[src/rtl/transpose_sched.sv]
// -----------------------------------------------------------------------------
// transpose_sched
//
// This block runs transpose jobs and shares one read port between a kernel and
// a host.
//   * A small FSM (IDLE -> LAUNCH -> RUN -> DONE/ERR -> IDLE) accepts a job,
//     sends the kernel a one-cycle start pulse, and counts kernel writes until
//     N_WORDS have been seen. If that does not happen within TIMEOUT RUN
//     cycles, the job is aborted with an error pulse.
//   * A fixed-priority arbiter gives the shared memory read port to the kernel
//     whenever it asks. Otherwise the port goes to the host. Host read data
//     comes back one cycle after the grant.
//
// Ports
//   clk, rst          clock; asynchronous active-high reset
//   launch_valid/_ready  job request handshake (ready only in IDLE)
//   tstart            one-cycle kernel start pulse (LAUNCH state)
//   k_rd_en, k_addr   kernel read request (highest priority)
//   k_wr_en           kernel write strobe, monitored to count job progress
//   h_rd_req, h_addr  host read request; host holds it until granted
//   h_rd_gnt          host granted this cycle (combinational)
//   h_rd_valid/_data  host read return, one cycle after the grant
//   mem_rd_en, mem_addr, mem_rd_data  shared memory read port (1-cycle data)
//   busy, done, err   job status; done/err are one-cycle pulses
//   job_cnt           count of completed jobs (wraps at 16 bits)
// -----------------------------------------------------------------------------
module transpose_sched #(
  parameter int ADDR_W  = 8,
  parameter int DATA_W  = 32,
  parameter int N_WORDS = 256,
  parameter int TIMEOUT = 1024
) (
  input  logic              clk,
  input  logic              rst,
  input  logic              launch_valid,
  output logic              launch_ready,
  output logic              tstart,
  input  logic              k_rd_en,
  input  logic [ADDR_W-1:0] k_addr,
  input  logic              k_wr_en,
  input  logic              h_rd_req,
  input  logic [ADDR_W-1:0] h_addr,
  output logic              h_rd_gnt,
  output logic              h_rd_valid,
  output logic [DATA_W-1:0] h_rd_data,
  output logic              mem_rd_en,
  output logic [ADDR_W-1:0] mem_addr,
  input  logic [DATA_W-1:0] mem_rd_data,
  output logic              busy,
  output logic              done,
  output logic              err,
  output logic [15:0]       job_cnt
);

  localparam int WR_W  = $clog2(N_WORDS) + 1;
  localparam int TMO_W = $clog2(TIMEOUT) + 1;
  localparam logic [WR_W-1:0]  WR_LAST  = WR_W'(N_WORDS - 1);
  localparam logic [TMO_W-1:0] TMO_LAST = TMO_W'(TIMEOUT - 1);

  typedef enum logic [2:0] {
    IDLE,
    LAUNCH,
    RUN,
    DONE,
    ERR
  } state_t;

  state_t            state_reg, state_next;
  logic [WR_W-1:0]   wr_cnt_reg;
  logic [TMO_W-1:0]  tmo_cnt_reg;
  logic [15:0]       job_cnt_reg;
  logic              h_rd_valid_reg;

  // ---------------------------------------------------------------------------
  // Job FSM
  // ---------------------------------------------------------------------------
  always_ff @(posedge clk or posedge rst) begin
    if (rst) begin
      state_reg <= IDLE;
    end else begin
      state_reg <= state_next;
    end
  end

  always_comb begin
    state_next = state_reg;
    case (state_reg)
      IDLE:   if (launch_valid) state_next = LAUNCH;
      LAUNCH: state_next = RUN;
      RUN: begin
        // The final write takes priority over a timeout in the same cycle.
        if (k_wr_en && (wr_cnt_reg == WR_LAST)) begin
          state_next = DONE;
        end else if (tmo_cnt_reg == TMO_LAST) begin
          state_next = ERR;
        end
      end
      DONE:   state_next = IDLE;
      ERR:    state_next = IDLE;
      default: state_next = IDLE;
    endcase
  end

  assign launch_ready = (state_reg == IDLE);
  assign tstart       = (state_reg == LAUNCH);
  assign busy         = (state_reg == LAUNCH) || (state_reg == RUN);
  assign done         = (state_reg == DONE);
  assign err          = (state_reg == ERR);

  // ---------------------------------------------------------------------------
  // Progress / timeout / job counters
  // ---------------------------------------------------------------------------
  // The counters are cleared for the whole LAUNCH cycle, so RUN always starts
  // from zero. Kernel writes seen before RUN therefore have no effect.
  always_ff @(posedge clk or posedge rst) begin
    if (rst) begin
      wr_cnt_reg  <= '0;
      tmo_cnt_reg <= '0;
      job_cnt_reg <= '0;
    end else begin
      case (state_reg)
        LAUNCH: begin
          wr_cnt_reg  <= '0;
          tmo_cnt_reg <= '0;
        end
        RUN: begin
          tmo_cnt_reg <= tmo_cnt_reg + 1'b1;
          if (k_wr_en) begin
            wr_cnt_reg <= wr_cnt_reg + 1'b1;
          end
        end
        DONE: begin
          job_cnt_reg <= job_cnt_reg + 16'd1;  // natural 16-bit wrap
        end
        default: ;
      endcase
    end
  end

  assign job_cnt = job_cnt_reg;

  // ---------------------------------------------------------------------------
  // Read-port arbiter: the kernel always wins, and the host gets leftover cycles
  // ---------------------------------------------------------------------------
  assign h_rd_gnt = h_rd_req & ~k_rd_en;

  always_comb begin
    mem_rd_en = 1'b0;
    mem_addr  = '0;
    if (k_rd_en) begin
      mem_rd_en = 1'b1;
      mem_addr  = k_addr;
    end else if (h_rd_req) begin
      mem_rd_en = 1'b1;
      mem_addr  = h_addr;
    end
  end

  // Memory data arrives one cycle after the enable. A registered copy of the
  // grant therefore marks the cycle in which the host's data is on the bus.
  always_ff @(posedge clk or posedge rst) begin
    if (rst) begin
      h_rd_valid_reg <= 1'b0;
    end else begin
      h_rd_valid_reg <= h_rd_gnt;
    end
  end

  assign h_rd_valid = h_rd_valid_reg;
  assign h_rd_data  = h_rd_valid_reg ? mem_rd_data : '0;

endmodule

[config.mk]
export PLATFORM = sky130hd
export DESIGN_NAME = transpose_sched
export DESIGN_NICKNAME = d
export VERILOG_FILES = /design/src/rtl/transpose_sched.sv
export SDC_FILE = /design/constraint.sdc
export NUM_CORES = 1
export LEC_CHECK = 0
export CORE_MARGIN = 1
export CORE_UTILIZATION = 40
export CTS_CLUSTER_DIAMETER = 50
export DETAILED_ROUTE_END_ITERATION = 6
export PLACE_DENSITY = 0.9
export SYNTH_ARGS = -nofsm -noshare
export SYNTH_HDL_FRONTEND = slang
export SYNTH_SLANG_ARGS = --single-unit
[constraint.sdc]
create_clock -name clk -period 1.75 [get_ports clk]
set_input_delay 0.2625 -clock clk [delete_from_list [all_inputs] [get_ports clk]]
set_output_delay 0.2625 -clock clk [all_outputs]
set_load 0.005 [all_outputs]
## Yosys cells after proc, flatten, opt, wreduce, memory -nomap -nowiden

Index checks and enable logic that the tools add are counted.

- Output and inout bits: 64
- Logic and storage cells: 37
- Register bits: 40

- Mux-type cells: 12
- $add $sub $neg: 3
- Bitwise operators: 2
- Reductions and logical operators: 6
- Equal/unequal tests: 9

Operator list:

| kind | number |
|---|---|
| $mux W32 | 1 |
| $pmux W11 S2 | 1 |
| $pmux W9 S2 | 1 |
| $add A16 B1 Y16 const B | 1 |
| $mux W8 | 2 |
| $add A11 B1 Y11 const B | 1 |
| $eq A11 B10 Y1 const B | 1 |
| $add A9 B1 Y9 const B | 1 |
| $eq A9 B8 Y1 const B | 1 |
| $mux W3 | 3 |
| $mux W9 | 1 |
| $pmux W3 S3 | 1 |
| $eq A3 B2 Y1 const B | 2 |
| $ne A2 B2 Y1 const B | 2 |
| $reduce_and A2 Y1 | 2 |
| $eq A3 B1 Y1 const B | 1 |
| $eq A3 B3 Y1 const B | 1 |
| $logic_not A3 Y1 | 1 |
| $ne A3 B3 Y1 const B | 1 |
| $mux W1 | 2 |
| $reduce_bool A2 Y1 | 1 |
| $and A1 B1 Y1 | 1 |
| $logic_and A1 B1 Y1 | 1 |
| $logic_or A1 B1 Y1 | 1 |
| $not A1 Y1 | 1 |

## Logic depth before layout (Yosys ltp)

Gate-level depths: netlist (run 1).

- Depth in word-level cells: 4
- Mapped depth: 7
- Gate-level depth less buffers: 7

## Least setup slack after synthesis (run 1)

OpenSTA, ideal clock, no wires.

- Kind: register to register
- Start point: register state_reg[2]
- End point: register tmo_cnt_reg[8]
- Arrival: 1,417 ps
- Period minus slack after synthesis: 1,544 ps
- Stages on the path, launching flop included: 7
- Required time: 1,623 ps
- Setup slack: 206 ps
- Library setup time: 127 ps
- Cells stage by stage: dfrtp_1 > or2_1 > buf_6 > or3_4 > buf_6 > o211ai_2 > o31ai_2

- Cells in the longest elaborated chain, start to end: 2

Ends and longest elaborated chain:

| element | RTL line | text |
|---|---|---|
| from (decl) | 68 | `state_t state_reg, state_next;` |
| from (signal assigned) | 81 | `state_reg <= state_next;` |
| $eq A3 B2 Y1 or $eq A3 B1 Y1 (tied branches) | 121 | `case (state_reg)` |
| $pmux W11 S2 or $reduce_bool A2 Y1 (tied branches) | n/a |  |
| to (signal assigned) | 127 | `tmo_cnt_reg <= tmo_cnt_reg + 1'b1;` |
| to (decl) | 70 | `logic [TMO_W-1:0] tmo_cnt_reg;` |

Several ways; a longest one is shown, not always the timed one.
A chain may end at the register's enable or synchronous reset.

## Final worst setup path (run 1)

- Start point: register state_reg[0]
- End point: output port launch_ready

- Cells in the longest elaborated chain, start to end: 1

Ends and longest elaborated chain:

| element | RTL line | text |
|---|---|---|
| $logic_not A3 Y1 | 104 | `assign launch_ready = (state_reg == IDLE);` |
| to (decl) | 36 | `output logic launch_ready,` |

No other way between the ends.

==> impl_metrics.csv, run 1 <==
group,metric,value,unit
status,status,"finished, final reports clean",
pwr,power.total,2.99,mW
clocking,clockRootBuffer,"clkbuf_8",
job,drv_cap,0,
routing,first_iter_violations,72,
final_layout,nNetsFinal,432,
routing,vias,2254,
floorplan,die_x,78.0,um
worst_setup_path,rrSetupSlack,40,ps
synth,synth_top_area_share,43.3,%
final_layout,largest_register_ffs,16,
worst_setup_path,reg2reg_to,"tmo_cnt_reg[7]$_DFFE_PP0P_",
timing,tns,0,ps
timing,relSlewSlack,74.1,%
synth,yosysWarnings,0,
place,placed_area,3650,sq um
synth,synth_top_area_cell,"dfrtp_1",
floorplan,start_util,41.7,%
synth,synth_fp_nets,297,
final_layout,fin_area,3880,sq um
routing,dr.pass1.iters,4,
final_layout,multi_input_area,1260,sq um
floorplan,coreArea,5540,sq um
worst_setup_path,end_kind,"output port",
clocking,cts-buffers-inserted,5,
floorplan,rows,27,
synth,synth_mux_area_share,1.73,%
routing,drc,0,
clocking,clock_sinks,40,
global_routing,grt_pass1_wl,10100,um
routing,wl,6490,um
global_routing,first_global_vias,2149,
place,dp_hpwl,4600,um
place,portBuffers,117,
place,dp_slack,-242,ps
timing,finalWorstSetupSlack,22.7,ps
floorplan,io_pins,118,
clocking,tritoncts,"done",
synth,ys_seq_area_share,43.3,%
synth,synth-simple-area-share,30.6,%
timing,hold_ws,322,ps
timing,drv_slew,0,
global_routing,antenna_found_initial,0,
worst_hold_path,hp-class,"in2async",
clocking,h-tree-depth,2,
final_layout,drive_gt1_share,14.4,%
floorplan,dieHeight,78.0,um
synth,synthAdderAreaFrac,2.17,%
floorplan,design.die.area,6090,sq um
global_routing,gr-usage-all-layers,21.1,%
clocking,cts_max_path_buffers,2,
synth,synthCells,239,
synth,yosys_register_bits,40,
synth,synth_xor_area_share,7.58,%
final_layout,mostFrequentLayoutCells,"clkdlybuf4s50_1 (78), dfrtp_1 (39), and2_1 (32)",
synth,synthTopCellsByArea,"dfrtp_1 (43%), and2_1 (8.7%), xnor2_1 (4.5%)",
routing,drt-vias-per-instance,5.05,
final_layout,final_common_cell,"clkdlybuf4s50_1",
global_routing,gr-total-overflow,0,
pwr,pwr_density_cell,771,nW/um^2
clocking,cts_hold_buf,0,
final_layout,final_cells,446,
worst_setup_path,reg2regPathDepth,5,
synth,syn_area,2310,sq um
routing,ant_nets,0,
worst_setup_path,worstPathRequired,1490,ps
clocking,cts.clk_slew.worst_paths,80,ps
pwr,p_leak,2.07,nW
worst_setup_path,arrival,1460,ps
worst_setup_path,rr_startpoint,"state_reg[0]$_DFFE_PP0P_",
final_layout,diodes,0,
worst_setup_path,startpoint,"state_reg[0]$_DFFE_PP0P_",
timing,period_minus_slack,1730,ps
timing,hold_violations,0,
timing,period_share,98.7,%
global_routing,grt_start_max_net_pins,41,
timing,tightest_slew,385,ps
synth,ys_types,41,
final_layout,final_util,70.0,%
place,place.gp.congestion,0.815,
pwr,irDropWorstVdd,0.000884,V
timing,rsz0062_at_grt,"yes",
worst_setup_path,cp-start-kind,"register",
final_layout,syn2layout_area_growth,67.9,%
routing,routedWlPerCell,14.5,um
worst_setup_path,crit_fanout,5,
synth,avgSynthCellArea,9.67,sq um
final_layout,num-fill-cells,399,
timing,fmax,579,MHz
clocking,clk_latency,300,ps
synth,synth_top_family_by_area,"simple AND/OR/NAND/NOR gates",
timing,finClkSkew,11.6,ps
worst_setup_path,path_class,"reg2out",
synth,synth-compound-area-share,10.8,%
timing,finalSetupViolCount,0,
place,dpl.cell_count,432,
final_layout,layout.area.seq,1000,sq um
## where the power goes
part / total [mW] / switching (mW) / leakage [nW] / internal, mW
registers: 1.21 / 0.154 / 0.543 / 1.06
clock network: 0.583 / 0.312 / 0.0410 / 0.271
logic: 1.20 / 0.504 / 1.49 / 0.691
total: 2.99 / 0.970 / 2.07 / 2.02
## metal layers
layer | GRT usage [%] | vias to the layer above | routed length [um]
met3 | 3.95 | 15 | 448
met2 | 39.3 | 96 | 3250
met5 | 0 | - | 0
met4 | 7.59 | 0 | 148
met1 | 24.0 | 1050 | 2640
li1 | - | 1093 | -
## critical path, stage by stage, from the launching register on
cell and delay [ps]:
dfrtp_1 430, buf_4 170, or2_4 250, nor2_2 100, clkdlybuf4s15_1 220
## Yosys cell counts, drive strengths merged
| library cell | count |
|---|---|
| dfrtp | 40 |
| and2 | 32 |
| nand2 | 27 |
| nand3 | 16 |
| xnor2 | 12 |
| nor2 | 11 |
| a22o | 9 |
| o21ai | 9 |
| xor2 | 8 |
| clkbuf | 7 |
| inv | 6 |
| nand4 | 6 |
| and3 | 5 |
| buf | 5 |
| a21oi | 4 |
| ha | 4 |
| mux2i | 4 |
| or2 | 4 |
| nand2b | 3 |
| nor3 | 3 |
| o211ai | 3 |
| o31ai | 3 |
| a21boi | 2 |
| and4 | 2 |
| nor4 | 2 |
| or3 | 2 |
| and4b | 1 |
| and4bb | 1 |
| nand3b | 1 |
| nand4bb | 1 |
| nor2b | 1 |
| nor3b | 1 |
| nor4b | 1 |
| nor4bb | 1 |
| o21bai | 1 |
| o31a | 1 |
## cell type report
cell class / instances / area share (%)
well taps: 72 / 2.32
multi-input cells: 181 / 32.4
repair buffers: 140 / 36.8
inverters: 6 / 0.645
flip-flops and latches: 40 / 25.8
clock buffers: 6 / 1.87
clock inverters: 1 / 0.129
## repair_timing
item / CTS / global route
gates resized for setup: 27 / 33
setup endpoints to repair: 22 / 34
buffers inserted: 5 / 1
cloned: 1 / 0
## logic make-up (layout without fill, tap and decap cells)
kind of cell	after synthesis	count (layout)
adders and majority gates	4	4
and+or+nand+nor	121	121
AOI/OAI and AO/OA	32	32
buffers and inverters	18	153
xor gates and xnor gates	20	20
muxes	4	4
DFF	40	40
## how the worst max path moves through the flow
stage               slack [ps]  depth (start not counted)                    endpoint
finish                      20                          4                launch_ready
global route               -50                          3               h_rd_data[13]
CTS                        0.7                          3               h_rd_data[16]
detailed placement        -240                          5                 mem_addr[5]
global placement          -200                          5                 mem_addr[5]
floorplan                  210                          6  tmo_cnt_reg[8]$_DFFE_PP0P_
No activity file was read; power rests on OpenSTA's default activity.
==> run 2, diff against run 1 <==
MAX_ROUTING_LAYER = met4   (was default)
==> run 2 against run 1 <==
Net effect:
- register-to-register slack is essentially flat
- global-route usage grew 0.68 points
- power is essentially flat
- critical path depth is the same
- fmax shrank 0.14%
- clock-buffer cell count is the same
- combinational power is essentially flat
- utilization is the same
- sequential power is essentially flat
- critical path type unchanged
- largest cell class unchanged
==> impl_metrics.csv, run 2 (synthesis gave the netlist of run 1 again) <==
group,metric,value,unit
timing,hold_violations,0,
floorplan,rows,27,
timing,period_minus_slack,1730,ps
timing,drv_slew,0,
clocking,clk_latency,300,ps
global_routing,gr-total-overflow,0,
clocking,clock_sinks,40,
routing,dr.pass1.iters,4,
routing,first_iter_violations,59,
worst_setup_path,reg2regPathDepth,5,
floorplan,io_pins,118,
clocking,cts-buffers-inserted,5,
worst_setup_path,rrSetupSlack,30,ps
clocking,cts_max_path_buffers,2,
clocking,h-tree-depth,2,
place,dp_hpwl,4600,um
global_routing,antenna_found_initial,0,
timing,rsz0062_at_grt,"yes",
routing,drc,0,
final_layout,drive_gt1_share,14.4,%
worst_setup_path,rr_startpoint,"state_reg[0]$_DFFE_PP0P_",
pwr,irDropWorstVdd,0.000884,V
global_routing,grt_start_max_net_pins,41,
pwr,p_sw,0.968,mW
clocking,clockRootBuffer,"clkbuf_8",
final_layout,largest_register_ffs,16,
pwr,p_seq_share,40.6,%
worst_setup_path,crit_slowest_cell,"dfrtp_1",
global_routing,first_global_vias,2143,
clocking,cts_hold_buf,0,
final_layout,final_common_cell,"clkdlybuf4s50_1",
pwr,pwr-share-comb,39.9,%
floorplan,design.die.area,6090,sq um
pwr,pwr_density_cell,770,nW/um^2
timing,finalSetupViolCount,0,
worst_setup_path,cp-start-kind,"register",
routing,ant_nets,0,
global_routing,grt_pass1_wl,10200,um
floorplan,coreArea,5540,sq um
floorplan,die_x,78.0,um
worst_setup_path,path_class,"reg2out",
timing,finClkSkew,11.3,ps
place,place.gp.congestion,0.827,
status,status,"finished, final reports clean",
place,dpl.cell_count,432,
routing,wl,6500,um
worst_setup_path,max_stage_delay,430,ps
pwr,p_int,2.02,mW
worst_setup_path,crit_fanout,5,
final_layout,mostFrequentLayoutCells,"clkdlybuf4s50_1 (78), dfrtp_1 (39), and2_1 (32)",
timing,hold_ws,324,ps
worst_setup_path,crit_chain,"buf_4 > or2_4 > nor2_2 > clkdlybuf4s15_1",
routing,drt-vias-per-instance,5.04,
worst_hold_path,hp-class,"in2async",
worst_setup_path,path_buf_inv,2,
timing,period_share,98.8,%
final_layout,syn2layout_area_growth,67.9,%
clocking,cts.clk_slew.worst_paths,80,ps
global_routing,gr-usage-all-layers,21.8,%
timing,tightest_slew,398,ps
pwr,p_leak,2.07,nW
clocking,tritoncts,"done",
floorplan,dieHeight,78.0,um
worst_setup_path,startpoint,"state_reg[0]$_DFFE_PP0P_",
final_layout,nNetsFinal,432,
place,portBuffers,117,
worst_setup_path,end_kind,"output port",
worst_setup_path,path_delay_family,"flip-flops",
final_layout,final_cells,446,
routing,vias,2246,
timing,relSlewSlack,73.2,%
final_layout,num-fill-cells,399,
routing,routedWlPerCell,14.6,um
timing,fmax,578,MHz
worst_setup_path,arrival,1470,ps
floorplan,start_util,41.7,%
pwr,power.share.clock,19.5,%
worst_setup_path,worstPathRequired,1490,ps
worst_setup_path,reg2reg_to,"tmo_cnt_reg[7]$_DFFE_PP0P_",
job,drv_cap,0,
final_layout,diodes,0,
pwr,swShare,32.4,%
## run 2: power by group through the flow
stage	clock network (mW)	registers (mW)	logic (mW)
3_3_place_gp	0	1.22	1.05
2_1_floorplan	0	1.21	0.512
5_1_grt	0.628	1.23	1.29
3_5_place_dp	0	1.22	1.09
4_1_cts	0.591	1.21	1.12
6_report	0.582	1.21	1.19
## run 2: per-layer routing
layer  global-route usage (%)  part of all wire, %  wire length [um]
met4                     7.22                  2.2               146
met5                        -                    0                 0
met3                     3.95                  6.8               441
met1                     24.2                   41              2650
met2                     39.5                   50              3260
## run 2: how the worst max path moves through the flow
stage               slack (ps)                    endpoint  depth (start not counted)
CTS                        0.7               h_rd_data[16]                          3
finish                      20                launch_ready                          4
global placement          -200                 mem_addr[5]                          5
floorplan                  210  tmo_cnt_reg[8]$_DFFE_PP0P_                          6
detailed placement        -240                 mem_addr[5]                          5
global route               -50               h_rd_data[13]                          3
## run 2: cell type report
| cell class | instances | area (sq um) | area share, % |
|---|---|---|---|
| sequential | 40 | 1000 | 25.8 |
| clock buffer | 6 | 72.6 | 1.87 |
| inverter | 6 | 25.0 | 0.645 |
| multi-input combinational | 181 | 1260 | 32.4 |
| clock inverter | 1 | 5.00 | 0.129 |
| timing repair buffer | 140 | 1430 | 36.8 |
| tap | 72 | 90.1 | 2.32 |
## run 2: repair_timing
| item | in CTS | in global routing |
|---|---|---|
| gates resized for setup | 27 | 33 |
| setup buffers | 5 | 1 |
| gates cloned | 1 | 0 |
| setup endpoints to repair | 22 | 34 |
## run 2: metrics by stage
stage	area (sq um)	TNS [ps]	worst slack, ps	power, mW	utilization, %
6_report	3880	0	20.3	2.99	70.0
5_1_grt	3880	-154	-51.9	3.15	70.0
4_1_cts	3780	0	0.700	2.92	68.2
3_5_place_dp	3650	-1850	-242	2.31	65.9
3_3_place_gp	3650	-1500	-196	2.26	65.9
2_1_floorplan	2310	0	206	1.72	-
## run 2: worst reg2reg max path: stages, from the launching register on
cell     delay [ps]
dfrtp_1         430
buf_4           170
or2_4           250
nor3_1          350
and4_1          260
mux2i_1         180
==> run 3, diff against run 2 <==
CTS_CLUSTER_SIZE = 14   (was default)
PLACE_DENSITY = 0.88   (was 0.9)
SETUP_SLACK_MARGIN = 0.5   (was default)
==> run 3 against run 2 <==
Net effect:
- critical path depth rose by 1
- worst setup slack lost 7.8 ps
- global-route usage increased by 8.5 points
- combinational power up 57%
- clock power is 18% higher
- critical endpoint is now job_cnt[14]$_DFFE_PP0P_
==> impl_metrics.csv, run 3 (synthesis gave the netlist of run 1 again) <==
group,metric,value,unit
routing,drt-vias-per-instance,5.48,
global_routing,first_global_vias,2650,
clocking,cts.clk_slew.worst_paths,90,ps
timing,finalSetupViolCount,0,
timing,hold_ws,306,ps
worst_hold_path,hp-class,"in2async",
global_routing,grtUsageMet2,55.3,%
clocking,tritoncts,"done",
clocking,cts_hold_buf,0,
pwr,pwr-share-comb,49.9,%
pwr,p_int,2.42,mW
global_routing,gr-usage-all-layers,30.2,%
clocking,clock_sinks,40,
pwr,power.share.clock,18.3,%
floorplan,die_x,78.0,um
timing,relSlewSlack,74.8,%
timing,period_minus_slack,1740,ps
pwr,power.total,3.75,mW
global_routing,top_usage_layer,"met2",
global_routing,grtUsageMet1,32.7,%
timing,tightest_slew,377,ps
place,dp_hpwl,4780,um
global_routing,gr-total-overflow,0,
place,place.gp.congestion,0.776,
worst_setup_path,end_kind,"register",
timing,fmax,576,MHz
place,portBuffers,117,
worst_setup_path,path_class,"reg2reg",
worst_setup_path,arrival,1950,ps
final_layout,final_util,86.4,%
final_layout,syn2layout_area_growth,107,%
floorplan,io_pins,118,
timing,finClkSkew,11.1,ps
place,placed_area,3700,sq um
floorplan,design.die.area,6090,sq um
floorplan,coreArea,5540,sq um
routing,first_iter_violations,161,
floorplan,start_util,41.7,%
worst_setup_path,reg2regPathDepth,5,
clocking,clockRootBuffer,"clkbuf_8",
global_routing,antenna_found_initial,0,
final_layout,fin_area,4790,sq um
routing,dr.pass1.iters,4,
global_routing,grt_pass1_wl,13600,um
final_layout,largest_register_ffs,16,
routing,wl,11000,um
final_layout,diodes,0,
clocking,clk_latency,310,ps
status,status,"finished, final reports clean",
global_routing,grt_util_met3,5.47,%
clocking,cts_max_path_buffers,2,
global_routing,grt_start_max_net_pins,41,
job,drv_cap,0,
floorplan,rows,27,
pwr,swShare,35.5,%
routing,ant_nets,0,
pwr,irDropWorstVdd,0.000983,V
final_layout,final_common_cell,"buf_6",
timing,drv_slew,0,
pwr,pwr_density_cell,783,nW/um^2
worst_setup_path,worstPathRequired,1960,ps
routing,routedWlPerCell,21.7,um
final_layout,final_cells,507,
clocking,h-tree-depth,2,
pwr,p_seq_share,31.8,%
final_layout,drive_gt1_share,55.9,%
timing,rsz0062_at_grt,"yes",
pwr,p_sw,1.33,mW
final_layout,nNetsFinal,492,
timing,hold_violations,0,
place,dpl.cell_count,430,
routing,drc,0,
worst_setup_path,cp-start-kind,"register",
routing,vias,2776,
place,dp_slack,-202,ps
timing,period_share,99.3,%
timing,tns,0,ps
pwr,p_leak,2.44,nW
final_layout,mostFrequentLayoutCells,"buf_6 (63), buf_4 (47), clkdlybuf4s50_1 (41)",
floorplan,dieHeight,78.0,um
timing,finalWorstSetupSlack,12.5,ps
clocking,cts-buffers-inserted,5,
worst_setup_path,crit_fanout,3,
[run 3: cell types whose count changed in the layout (fill, tap and decap cells not counted), moves of 6 or more]
cell,delta
and2_1,-32
and2_4,+32
buf_2,+14
buf_4,+30
buf_6,+59
clkdlybuf4s50_1,-37
dlymetal6s2s_1,-16
nand2_1,-8
nand2_2,+6
nand3_1,-8
o21ai_0,-7
[run 3: routing by layer]
layer	wire length, um	share of wire, %	vias up
li1	-	-	1217
met1	3980	36	1385
met2	5970	54	135
met3	655	6.0	39
met4	377	3.4	0
met5	0	0	-
[run 3: path summary, 6_finish.rpt]
| path | startpoint | to | slack, ps |
|---|---|---|---|
| worst max-delay path | job_cnt[0]$_DFFE_PP0P_ | job_cnt[14]$_DFFE_PP0P_ | 10 |
| worst min-delay path | rst | job_cnt[12]$_DFFE_PP0P_ | 310 |
| worst max register to register | job_cnt[0]$_DFFE_PP0P_ | job_cnt[14]$_DFFE_PP0P_ | 10 |
| worst min register to register | tmo_cnt_reg[3]$_DFFE_PP0P_ | tmo_cnt_reg[3]$_DFFE_PP0P_ | 510 |
| max in group asynchronous | rst | state_reg[2]$_DFFE_PP0P_ | 1220 |
| min in group clk | k_rd_en | h_rd_valid$_DFF_PP0_ | 400 |
[run 3: power by group through the flow]
| stage | logic [mW] | clock network (mW) | registers (mW) |
|---|---|---|---|
| 2_1_floorplan | 0.552 | 0 | 1.21 |
| 3_3_place_gp | 1.03 | 0 | 1.23 |
| 3_5_place_dp | 1.08 | 0 | 1.23 |
| 4_1_cts | 1.48 | 0.666 | 1.17 |
| 5_1_grt | 1.99 | 0.736 | 1.21 |
| 6_report | 1.87 | 0.684 | 1.19 |
[run 3: repair_timing]
action,CTS,global route
gates cloned,5,0
pin swaps,31,35
resized for setup,310,89
hold endpoints to repair,0,0
setup buffers,42,22
setup endpoints to repair,96,96
[run 3: area by class of cell]
class | instances | area (sq um)
fillers | 237 | 754
multi-input cells | 181 | 1590
clock inverters | 2 | 15.0
flip-flops and latches | 40 | 1010
repair buffers | 200 | 1980
well taps | 72 | 90.1
inverters | 6 | 25.0
clock buffers | 6 | 82.6
[run 3: worst max-delay path, stage by stage (launching register included)]
cell and delay [ps]:
dfrtp_1 410, ha_2 260, nand3_2 140, nor4_4 370
nand3_1 180, xnor2_1 270
